==> config.mk <==
export PLATFORM = sky130hd
export DESIGN_NAME = uart_msg_rx
export DESIGN_NICKNAME = d
export VERILOG_FILES = /design/src/rtl/uart_msg_rx.sv
export SDC_FILE = /design/constraint.sdc
export NUM_CORES = 1
export LEC_CHECK = 0
export ABC_AREA = 1
export ABC_CLOCK_PERIOD_IN_PS = 3700
export CAP_MARGIN = 10
export CORE_MARGIN = 10
export CORE_UTILIZATION = 35
export CTS_CLUSTER_DIAMETER = 40
export DETAILED_ROUTE_END_ITERATION = 16
export HOLD_SLACK_MARGIN = 0.12
export PLACE_DENSITY = 0.5
export SLEW_MARGIN = 20
export SYNTH_ARGS = -nofsm -noshare
export SYNTH_HDL_FRONTEND = slang
export SYNTH_SLANG_ARGS = --single-unit
==> constraint.sdc <==
create_clock -name i_clk -period 3.7 [get_ports i_clk]
set_input_delay 0.555 -clock i_clk [delete_from_list [all_inputs] [get_ports i_clk]]
set_output_delay 0.555 -clock i_clk [all_outputs]
set_load 0.005 [all_outputs]
==> src/rtl/uart_msg_rx.sv <==
// uart_msg_rx: 8N1 UART receiver feeding a fixed 16-byte message matcher.
// Optional macro RX_FRAME_CHECK_EN adds o_frame_err and stop-bit checking.
`default_nettype none

module uart_msg_rx #(
    parameter logic [23:0] CLOCKS_PER_BAUD = 24'd868
) (
    input  logic       i_clk,
    input  logic       i_reset_n,
    input  logic       i_uart_rx,
    output logic       o_rx_stb,
    output logic [7:0] o_rx_data,
    output logic       o_msg_done,
    output logic       o_err,
    output logic [7:0] o_msg_count,
`ifdef RX_FRAME_CHECK_EN
    output logic       o_frame_err,
`endif
    output logic       o_busy
);

    localparam logic [1:0] IDLE  = 2'd0;
    localparam logic [1:0] START = 2'd1;
    localparam logic [1:0] DATA  = 2'd2;
    localparam logic [1:0] STOP  = 2'd3;

    localparam logic [23:0] HALF_RELOAD = (CLOCKS_PER_BAUD / 24'd2) - 24'd1;
    localparam logic [23:0] FULL_RELOAD = CLOCKS_PER_BAUD - 24'd1;

    logic        sync_meta;
    logic        sync_rx;
    logic [1:0]  state;
    logic [23:0] baud_cnt;
    logic [2:0]  bit_idx;
    logic [7:0]  shift_reg;
    logic [3:0]  match_idx;
    logic        sample;

    function automatic logic [7:0] table_byte(input logic [3:0] idx);
        case (idx)
            4'd0:    table_byte = 8'h48; // H
            4'd1:    table_byte = 8'h65; // e
            4'd2:    table_byte = 8'h6C; // l
            4'd3:    table_byte = 8'h6C; // l
            4'd4:    table_byte = 8'h6F; // o
            4'd5:    table_byte = 8'h2C; // ,
            4'd6:    table_byte = 8'h20;
            4'd7:    table_byte = 8'h57; // W
            4'd8:    table_byte = 8'h6F; // o
            4'd9:    table_byte = 8'h72; // r
            4'd10:   table_byte = 8'h6C; // l
            4'd11:   table_byte = 8'h64; // d
            4'd12:   table_byte = 8'h21; // !
            4'd13:   table_byte = 8'h20;
            4'd14:   table_byte = 8'h0A;
            default: table_byte = 8'h0D;
        endcase
    endfunction

    assign sample = (state != IDLE) && (baud_cnt == 24'd0);
    assign o_busy = (state != IDLE);

    always_ff @(posedge i_clk) begin
        if (!i_reset_n) begin
            sync_meta <= 1'b1;
            sync_rx   <= 1'b1;
            state     <= IDLE;
            baud_cnt  <= 24'd0;
            bit_idx   <= 3'd0;
            shift_reg <= 8'h00;
            o_rx_stb  <= 1'b0;
            o_rx_data <= 8'h00;
`ifdef RX_FRAME_CHECK_EN
            o_frame_err <= 1'b0;
`endif
        end else begin
            sync_meta <= i_uart_rx;
            sync_rx   <= sync_meta;
            o_rx_stb  <= 1'b0;
`ifdef RX_FRAME_CHECK_EN
            o_frame_err <= 1'b0;
`endif
            // Counter is free in IDLE; it only matters once a start edge is seen.
            if (state == IDLE) begin
                if (!sync_rx) begin
                    baud_cnt <= HALF_RELOAD;
                end
            end else if (baud_cnt == 24'd0) begin
                baud_cnt <= FULL_RELOAD;
            end else begin
                baud_cnt <= baud_cnt - 24'd1;
            end

            case (state)
                IDLE: begin
                    if (!sync_rx) begin
                        state <= START;
                    end
                end
                START: begin
                    if (sample) begin
                        if (sync_rx) begin
                            state <= IDLE;
                        end else begin
                            state   <= DATA;
                            bit_idx <= 3'd0;
                        end
                    end
                end
                DATA: begin
                    if (sample) begin
                        shift_reg <= {sync_rx, shift_reg[7:1]};
                        bit_idx   <= bit_idx + 3'd1;
                        if (bit_idx == 3'd7) begin
                            state <= STOP;
                        end
                    end
                end
                default: begin
                    if (sample) begin
                        state <= IDLE;
`ifdef RX_FRAME_CHECK_EN
                        if (sync_rx) begin
                            o_rx_stb  <= 1'b1;
                            o_rx_data <= shift_reg;
                        end else begin
                            o_frame_err <= 1'b1;
                        end
`else
                        o_rx_stb  <= 1'b1;
                        o_rx_data <= shift_reg;
`endif
                    end
                end
            endcase
        end
    end

    // Matcher evaluates the byte presented by the previous cycle's strobe.
    always_ff @(posedge i_clk) begin
        if (!i_reset_n) begin
            match_idx   <= 4'd0;
            o_msg_done  <= 1'b0;
            o_err       <= 1'b0;
            o_msg_count <= 8'd0;
        end else begin
            o_msg_done <= 1'b0;
            o_err      <= 1'b0;
            if (o_rx_stb) begin
                if (o_rx_data == table_byte(match_idx)) begin
                    if (match_idx == 4'd15) begin
                        o_msg_done  <= 1'b1;
                        match_idx   <= 4'd0;
                        o_msg_count <= o_msg_count + 8'd1;
                    end else begin
                        match_idx <= match_idx + 4'd1;
                    end
                end else begin
                    o_err     <= 1'b1;
                    match_idx <= (o_rx_data == 8'h48) ? 4'd1 : 4'd0;
                end
            end
`ifdef RX_FRAME_CHECK_EN
            else if (o_frame_err) begin
                match_idx <= 4'd0;
            end
`endif
        end
    end

endmodule

`default_nettype wire

==> results of run 1 <==
Yosys cell counts (4+ instances only):
cell type and number:
clkbuf_1 6, xor2_1 6, nand2_1 126, inv_2 8
nor3_1 7, or2_2 4, nor2_1 56, ha_1 15
nand2_2 11, nor2_2 12, nand4_1 9, inv_1 73
o21ai_0 27, dfxtp_1 69, a21oi_1 46, nand3_1 29
xnor2_1 6, o21ai_1 6
power by group through the flow:
| stage | clock network, W | logic [W] | registers [W] |
|---|---|---|---|
| global placement | 0 | 0.00136 | 0.000976 |
| floorplan | 0 | 0.00111 | 0.000948 |
| global route | 0.000664 | 0.00154 | 0.000977 |
| finish | 0.000606 | 0.00136 | 0.000959 |
| CTS | 0.000631 | 0.00138 | 0.000961 |
| detailed placement | 0 | 0.00137 | 0.000977 |
critical path, stage by stage (launching register included):
cell and delay, ns:
dfxtp_1 0.33, inv_1 0.13, ha_1 0.32, clkinv_1 0.30
clkdlybuf4s50_1 0.53
final timing paths:
kind,from,to,cells past startpoint
worst min register to register,sync_meta,sync_rx,1
worst max register to register,state[1],baud_cnt[5],7
worst max-delay path,state[1],o_busy,4
worst min-delay path,sync_meta,sync_rx,1
final cells by class:
class	instances	area [um^2]	share of cell area (%)
multi-input combinational	385	2030	46.9
sequential	69	1380	31.9
inverter	83	314	7.25
timing repair buffer	24	235	5.43
clock buffer	13	179	4.13
tap	136	170	3.93
clock inverter	3	17.5	0.405
metrics by stage:
stage	total power, W	cell area [um^2]	hold WS [ns]	setup slack, ns	util [%]
finish	0.00292	4330	0.421	1.19	41.6
global route	0.00318	4330	0.462	1.06	41.6
global placement	0.00234	4130	0.402	1.06	39.7
detailed placement	0.00235	4130	0.405	0.992	39.7
CTS	0.00297	4330	0.423	1.15	41.6
floorplan	0.00205	3780	0.393	2.03	-
logic make-up (layout without fill, tap and decap cells):
family,Yosys count,count (layout),synth area share [%]
AND/OR/NAND/NOR,267,267,33.0
flip-flops,69,69,36.5
AO/OA/AOI/OAI,91,91,12.9
XOR/XNOR,12,12,2.78
adder cells (fa/ha/maj),15,15,4.96
buffers and inverters,93,123,9.76
per-layer routing:
layer / share of wire [%] / up-vias
met4: 1.4 / 0
li1: - / 1797
met5: 0 / -
met2: 45 / 42
met3: 4.1 / 10
met1: 50 / 1518
==> flow_summary_export.csv, run 1 <==
group,metric,value,unit
outcome,status,"complete, no violations",
yosys,synth_area_per_cell,6.91,um^2
critical_path,cp-start-kind,"flip-flop",
sta,worstMarginPinSlew,0.719,ns
yosys,synth.largest_area_cell,"dfxtp_1",
sta,slew_headroom,52.0,%
yosys,postSynth.asyncResetShare,0,%
global_route,grt_first_pass_wirelength,14.4,mm
global_route,use_met1,14.6,%
sta,fin_skew,0.00749,ns
placed_design,port-buffer-count,22,
sta,fin_crit_sh,67.9,%
worst_hold_path,min_path_type,"flip-flop to flip-flop",
drt,viasPerCell,4.72,
sta,slew_viol_final,0,
placed_design,gp_congestion,0.883,
clocking,cts.sinks,69,
clocking,h-tree-depth,3,
power_and_ir_drop,leakagePower,1.99,nW
clocking,post-cts-setup-buffers,0,
floorplanning,num_rows,37,
placed_design,dp.final_hpwl,6.33,mm
run,max_cap_viol_count,0,
global_route,use_met2,18.8,%
critical_path,cp.arrival,1.96,ns
floorplanning,die_w,124,um
power_and_ir_drop,p_int,0.00164,W
yosys,seq_area_frac_synth,36.5,%
final_layout,final_cell_mix,"nand2_1 (126), inv_1 (73), dfxtp_1 (69)",
critical_path,worstPathMaxFanout,7,
yosys,synth_edf_count,0,
yosys,synth_ff_type,"dfxtp_1",
critical_path,reg2reg_slack,1.52,ns
sta,setup_viol,0,
global_route,grt.busiest_layer,"met2",
clocking,root_buffer,"clkbuf_8",
clocking,clk_pin_slew,0.08,ns
sta,final.setup.tns,0,ns
final_layout,fill_cells,1112,
yosys,synth_cell_types,40,
global_route,grtUsageMet3,2.71,%
power_and_ir_drop,switchingPower,0.00129,W
yosys,ys_seq_elements,69,
drt,drt_iter0_drc,211,
final_layout,fin_nets,590,
sta,fmax,0.398,GHz
floorplanning,start_util,36.3,%
yosys,yosys-top-cells-area,"dfxtp_1 (37%), nand2_1 (13%), inv_1 (7.2%)",
drt,routed_wl,8.67,mm
final_layout,syn2layout_area_growth,14.5,%
yosys,yosysWarnings,0,
global_route,grt_max_degree,33,
final_layout,mostFrequentLayoutCell,"nand2_1",
critical_path,endpoint_kind,"output port",
global_route,grt_usage,11.6,%
sta,timing.final.hold_violations,0,
floorplanning,coreArea,10400,um^2
drt,drc,0,
final_layout,n_antenna_cell,0,
yosys,syn_area,3780,um^2
power_and_ir_drop,switching_share,44.0,%
clocking,cts_resized,0,
floorplanning,ioPinCount,23,
clocking,cts_buffer_depth,2,
sta,rsz0062_at_grt,"false",
power_and_ir_drop,p_comb_share,46.5,%
yosys,synth_top_area_share,36.5,%
critical_path,timing_worst_setup_path_type,"flip-flop to output port",
power_and_ir_drop,pwr_density_cell,676,nW/um^2
drt,vias,3367,
placed_design,dpl.cell_count,697,
clocking,clk_latency,0.34,ns
critical_path,crit_required,3.14,ns
floorplanning,die_h,124,um
final_layout,layout.cells.non_filler,713,
floorplanning,dieArea,15400,um^2
drt,wl_per_cell,12.2,um
final_layout,drive_gt1_share,11.6,%
global_route,grt_pass1_vias,3056,
global_route,antenna_found_initial,0,
drt,ant_nets,0,
drt,dr.pass1.iters,4,
clocking,hold_buffers,0,
global_route,grt_overflow_total,0,
power_and_ir_drop,ir_worst_vdd,0.354,mV
yosys,syn_nets,565,
sta,finalCriticalPeriod,2.51,ns
power_and_ir_drop,pwr-share-clk,20.7,%
power_and_ir_drop,seq_power_share,32.8,%
yosys,synthCells,547,
clocking,cts_tree,"built",
clocking,cts_buffers,9,
No activity file was read; power rests on OpenSTA's default activity.
==> run 2, diff against run 1 <==
--- a/config.mk
+++ b/config.mk
@@ -6,14 +6,14 @@
 export NUM_CORES = 1
 export LEC_CHECK = 0
 export ABC_AREA = 1
-export ABC_CLOCK_PERIOD_IN_PS = 3700
+export ABC_CLOCK_PERIOD_IN_PS = 2000
 export CAP_MARGIN = 10
 export CORE_MARGIN = 10
 export CORE_UTILIZATION = 35
 export CTS_CLUSTER_DIAMETER = 40
 export DETAILED_ROUTE_END_ITERATION = 16
 export HOLD_SLACK_MARGIN = 0.12
-export PLACE_DENSITY = 0.5
+export PLACE_DENSITY = 0.52
 export SLEW_MARGIN = 20
 export SYNTH_ARGS = -nofsm -noshare
 export SYNTH_HDL_FRONTEND = slang
==> constraint.sdc (replaced) <==
create_clock -name i_clk -period 2 [get_ports i_clk]
set_input_delay 0.3 -clock i_clk [delete_from_list [all_inputs] [get_ports i_clk]]
set_output_delay 0.3 -clock i_clk [all_outputs]
set_load 0.005 [all_outputs]
==> flow_summary_export.csv, run 2 (same netlist as run 1, synthesis figures left out) <==
group,metric,value,unit
drt,viasPerCell,4.72,
floorplanning,start_util,36.3,%
clocking,cts.sinks,69,
critical_path,path_buf_inv,3,
final_layout,final_cell_mix,"nand2_1 (125), inv_1 (72), dfxtp_1 (65)",
drt,wl_per_cell,12.5,um
drt,dr.pass1.iters,6,
sta,worstMarginPinSlew,0.358,ns
critical_path,crit_required,1.70,ns
drt,vias,3410,
sta,fmax,0.527,GHz
final_layout,fin_nets,599,
drt,ant_nets,0,
critical_path,cp-start-kind,"flip-flop",
critical_path,critPathMaxStageDelay,0.50,ns
critical_path,path_delay_family,"buffers and inverters",
power_and_ir_drop,leakagePower,2.04,nW
floorplanning,dieArea,15400,um^2
placed_design,port-buffer-count,22,
final_layout,drive_gt1_share,14.5,%
run,max_cap_viol_count,0,
power_and_ir_drop,pwr_density_cell,1260,nW/um^2
sta,fin_crit_sh,94.8,%
final_layout,mostFrequentLayoutCell,"nand2_1",
critical_path,timing_worst_setup_path_type,"flip-flop to output port",
drt,drt_iter0_drc,159,
clocking,h-tree-depth,3,
clocking,hold_buffers,0,
critical_path,cp.arrival,1.60,ns
final_layout,layout.cells.non_filler,722,
floorplanning,die_w,124,um
sta,timing.final.hold_violations,0,
sta,final.setup.tns,0,ns
critical_path,worstPathMaxFanout,7,
power_and_ir_drop,ir_worst_vdd,0.645,mV
clocking,cts_buffer_depth,2,
final_layout,syn2layout_area_growth,17.1,%
global_route,grt_first_pass_wirelength,15.1,mm
sta,fin_skew,0.0115,ns
sta,timing.hold.ws,0.425,ns
drt,drc,0,
floorplanning,ioPinCount,23,
worst_hold_path,min_path_type,"flip-flop to flip-flop",
placed_design,dpl.cell_count,706,
clocking,cts_tree,"built",
critical_path,critPathSlowestCell,"clkdlybuf4s50_1",
outcome,status,"complete, no violations",
drt,routed_wl,9.01,mm
sta,slew_headroom,76.1,%
floorplanning,coreArea,10400,um^2
global_route,grt_pass1_vias,3128,
clocking,root_buffer,"clkbuf_8",
floorplanning,num_rows,37,
clocking,post-cts-setup-buffers,0,
clocking,clk_pin_slew,0.07,ns
sta,finalCriticalPeriod,1.90,ns
critical_path,endpoint_kind,"output port",
floorplanning,die_h,124,um
global_route,antenna_found_initial,0,
clocking,clk_latency,0.34,ns
placed_design,gp_congestion,0.855,
global_route,grt_usage,12.1,%
global_route,grt_overflow_total,0,
global_route,grt_max_degree,30,
sta,slew_viol_final,0,
final_layout,n_antenna_cell,0,
clocking,cts_buffers,9,
placed_design,dp.final_hpwl,6.61,mm
sta,setup_viol,0,
critical_path,cp_cell_sequence,"inv_1 -> ha_2 -> clkinv_4 -> clkdlybuf4s50_1",
run 2: final timing paths:
check	startpoint	endpoint	slack, ns	cells past startpoint
worst max register to register	baud_cnt[0]	baud_cnt[22]	0.16	10
worst min-delay path	sync_meta	sync_rx	0.43	1
worst min register to register	sync_meta	sync_rx	0.43	1
worst max-delay path	state[0]	o_busy	0.10	4
run 2: timing repair:
| action | 4_1_cts | 5_1_grt |
|---|---|---|
| endpoints found under the setup margin | 1 | 7 |
| endpoints found under the hold margin | 0 | 0 |
| resized for setup | 2 | 10 |
run 2: metal layers:
layer / global-route usage, % / up-vias / share of wire [%]
met1: 15.8 / 1537 / 50
met4: 3.88 / 0 / 0.91
met5: 0 / - / 0
met2: 18.7 / 48 / 44
li1: - / 1818 / -
met3: 3.62 / 7 / 5.0
run 2: report_power, final:
group / internal [W] / switching, W
clock: 0.000644 / 0.000552
sequential: 0.00157 / 0.000196
combinational: 0.000959 / 0.00167
total: 0.00318 / 0.00242
run 2: worst register-to-register path, cell delays in order (launching register included):
cell     delay, ns
dfxtp_1       0.30
inv_1         0.12
ha_1          0.21
nand2_1       0.15
nor2_2        0.17
nand4_1       0.18
nor2_2        0.21
nand2_1       0.10
a21oi_1       0.12
o21ai_1       0.08
a21oi_1       0.11
run 2: area by class of cell:
| cell class | instances | area, um^2 |
|---|---|---|
| flip-flops and latches | 69 | 1390 |
| inverters | 83 | 319 |
| clock buffers | 11 | 151 |
| repair buffers | 33 | 303 |
| clock inverters | 5 | 58.8 |
| well taps | 136 | 170 |
| fillers | 1082 | 5990 |
| multi-input cells | 385 | 2040 |
run 2: through the flow:
stage	instance area, um^2	worst slack (ns)	util, %	total power [W]
after floorplan	3780	0.332	-	0.00380
after global placement	4200	0.0575	40.3	0.00441
after detailed placement	4200	0.114	40.3	0.00441
after CTS	4420	0.0144	42.4	0.00565
after global routing	4430	-0.0206	42.5	0.00607
final	4430	0.104	42.5	0.00560
==> run 3, diff against run 2 <==
--- a/config.mk
+++ b/config.mk
@@ -12,8 +12,9 @@
 export CORE_UTILIZATION = 35
 export CTS_CLUSTER_DIAMETER = 40
 export DETAILED_ROUTE_END_ITERATION = 16
+export DONT_BUFFER_PORTS = 1
 export HOLD_SLACK_MARGIN = 0.12
-export PLACE_DENSITY = 0.52
+export PLACE_DENSITY = 0.49
 export SLEW_MARGIN = 20
 export SYNTH_ARGS = -nofsm -noshare
 export SYNTH_HDL_FRONTEND = slang
==> flow_summary_export.csv, run 3 (same netlist as run 1, synthesis figures left out) <==
group,metric,value,unit
floorplanning,die_h,124,um
critical_path,cp.arrival,2.03,ns
sta,slew_viol_final,0,
drt,viasPerCell,4.75,
final_layout,syn2layout_area_growth,13.3,%
placed_design,dpl_cell_area,4010,um^2
worst_hold_path,min_path_type,"input port to flip-flop",
sta,worstMarginPinSlew,0.862,ns
sta,setup_viol,0,
final_layout,fill_cells,1135,
clocking,cts_buffers,9,
final_layout,stdcell_area,4290,um^2
global_route,antenna_found_initial,0,
global_route,grt_max_degree,30,
final_layout,final_cell_mix,"nand2_1 (124), inv_1 (71), dfxtp_1 (61)",
global_route,grt_overflow_total,0,
global_route,grt_pass1_vias,3078,
outcome,status,"complete, no violations",
power_and_ir_drop,p_total,0.00574,W
placed_design,dpl.cell_count,688,
clocking,root_buffer,"clkbuf_8",
critical_path,worstReg2RegStart,"o_rx_data[4]",
drt,routed_wl,9.00,mm
clocking,clk_latency,0.34,ns
placed_design,port-buffer-count,0,
drt,vias,3360,
placed_design,dp.final_hpwl,6.51,mm
clocking,cts.sinks,69,
final_layout,fin_nets,585,
sta,fmax,0.556,GHz
sta,fin_skew,0.00924,ns
final_layout,layout.cells.non_filler,708,
critical_path,crit_required,2.23,ns
floorplanning,ioPinCount,23,
global_route,grt_usage,12.2,%
sta,fin_crit_sh,90.0,%
clocking,h-tree-depth,3,
sta,final.setup.tns,0,ns
drt,wl_per_cell,12.7,um
floorplanning,num_rows,37,
floorplanning,dieArea,15400,um^2
clocking,clk_pin_slew,0.08,ns
final_layout,drive_gt1_share,16.1,%
critical_path,reg2reg_slack,0.20,ns
final_layout,mostFrequentLayoutCell,"nand2_1",
worst_hold_path,hold_depth,2,
floorplanning,coreArea,10400,um^2
clocking,cts_buffer_depth,2,
critical_path,cp-start-kind,"flip-flop",
run,max_cap_viol_count,0,
drt,dr.pass1.iters,4,
clocking,cts_tree,"built",
critical_path,cp_cell_sequence,"inv_1 -> nand2_1 -> inv_1 -> nor2_1 -> nand2_1 -> nor2_2 -> nand3_1 -> nand2_2 -> nand2_1 -> buf_4 -> ha_1 -> nand3_1 -> nand3_1",
global_route,grt_first_pass_wirelength,15.3,mm
critical_path,path_delay_family,"simple AND/OR/NAND/NOR gates",
power_and_ir_drop,ir_worst_vdd,0.518,mV
critical_path,path_buf_inv,3,
sta,timing.final.hold_violations,0,
sta,rsz0062_at_grt,"false",
sta,finalCriticalPeriod,1.80,ns
worst_hold_path,hold_end,"o_rx_data[1]",
critical_path,timing_worst_setup_path_type,"flip-flop to flip-flop",
floorplanning,die_w,124,um
placed_design,pre_cts_ws,0.0136,ns
drt,drt_iter0_drc,187,
critical_path,critPathMaxStageDelay,0.38,ns
critical_path,critPathSlowestCell,"dfxtp_4",
critical_path,endpoint_kind,"flip-flop",
sta,fin_ws,0.200,ns
drt,ant_nets,0,
floorplanning,start_util,36.3,%
worst_hold_path,min-delay-start,"i_reset_n",
placed_design,gp_congestion,0.816,
drt,drc,0,
power_and_ir_drop,pwr_density_cell,1340,nW/um^2
power_and_ir_drop,leakagePower,2.00,nW
critical_path,worstPathMaxFanout,5,
final_layout,n_antenna_cell,0,
critical_path,reg2regPathDepth,13,
sta,slew_headroom,42.4,%
==> run 3: timing repair <==
item | 4_1_cts | 5_1_grt
resized for setup | 0 | 18
hold buffers | 3 | 0
endpoints found under the hold margin | 25 | 0
setup endpoints to repair | 0 | 7
buffers inserted | 0 | 1
==> run 3: worst reg2reg max path, delay by kind of cell, from the launching register on <==
family	cells	cell delay, ns
DFF	1	0.38
buffers and inverters	3	0.28
adders and majority gates	1	0.19
and+or+nand+nor	9	0.85
==> run 3: how the worst max path moves through the flow <==
stage                      to          from  cells past startpoint
floorplan           flip-flop  o_rx_data[4]                     18
global placement    flip-flop  o_rx_data[4]                     18
detailed placement  flip-flop  o_rx_data[4]                     13
CTS                 flip-flop  o_rx_data[4]                     18
global route        flip-flop  o_rx_data[1]                     12
finish              flip-flop  o_rx_data[4]                     13
==> run 3: layer usage <==
| layer | global-route usage (%) | wire [um] |
|---|---|---|
| met3 | 3.44 | 413 |
| met4 | 3.24 | 63 |
| met1 | 16.3 | 4520 |
| met2 | 19.1 | 4010 |
| met5 | 0 | 0 |
==> run 3: report_power, final <==
group          switching, W  leakage (nW)  internal (W)  total (W)
logic               0.00171          1.33       0.00103    0.00274
registers          0.000198         0.564       0.00157    0.00177
clock network      0.000529         0.107      0.000697    0.00123
total               0.00244          2.00       0.00330    0.00574
==> run 3: layout make-up <==
cell class	instances	area [um^2]	area share, %
clock buffer	11	131	3.06
clock inverter	5	75.1	1.75
inverter	83	314	7.33
multi-input combinational	385	2040	47.7
sequential	69	1400	32.7
tap	136	170	3.97
timing repair buffer	19	150	3.50
==> run 3: metrics by stage <==
stage               hold slack, ns  utilization, %
global placement             0.395            38.5
CTS                          0.124            40.8
detailed placement           0.402            38.5
floorplan                    0.393               -
finish                       0.133            41.2
global route                 0.120            41.2
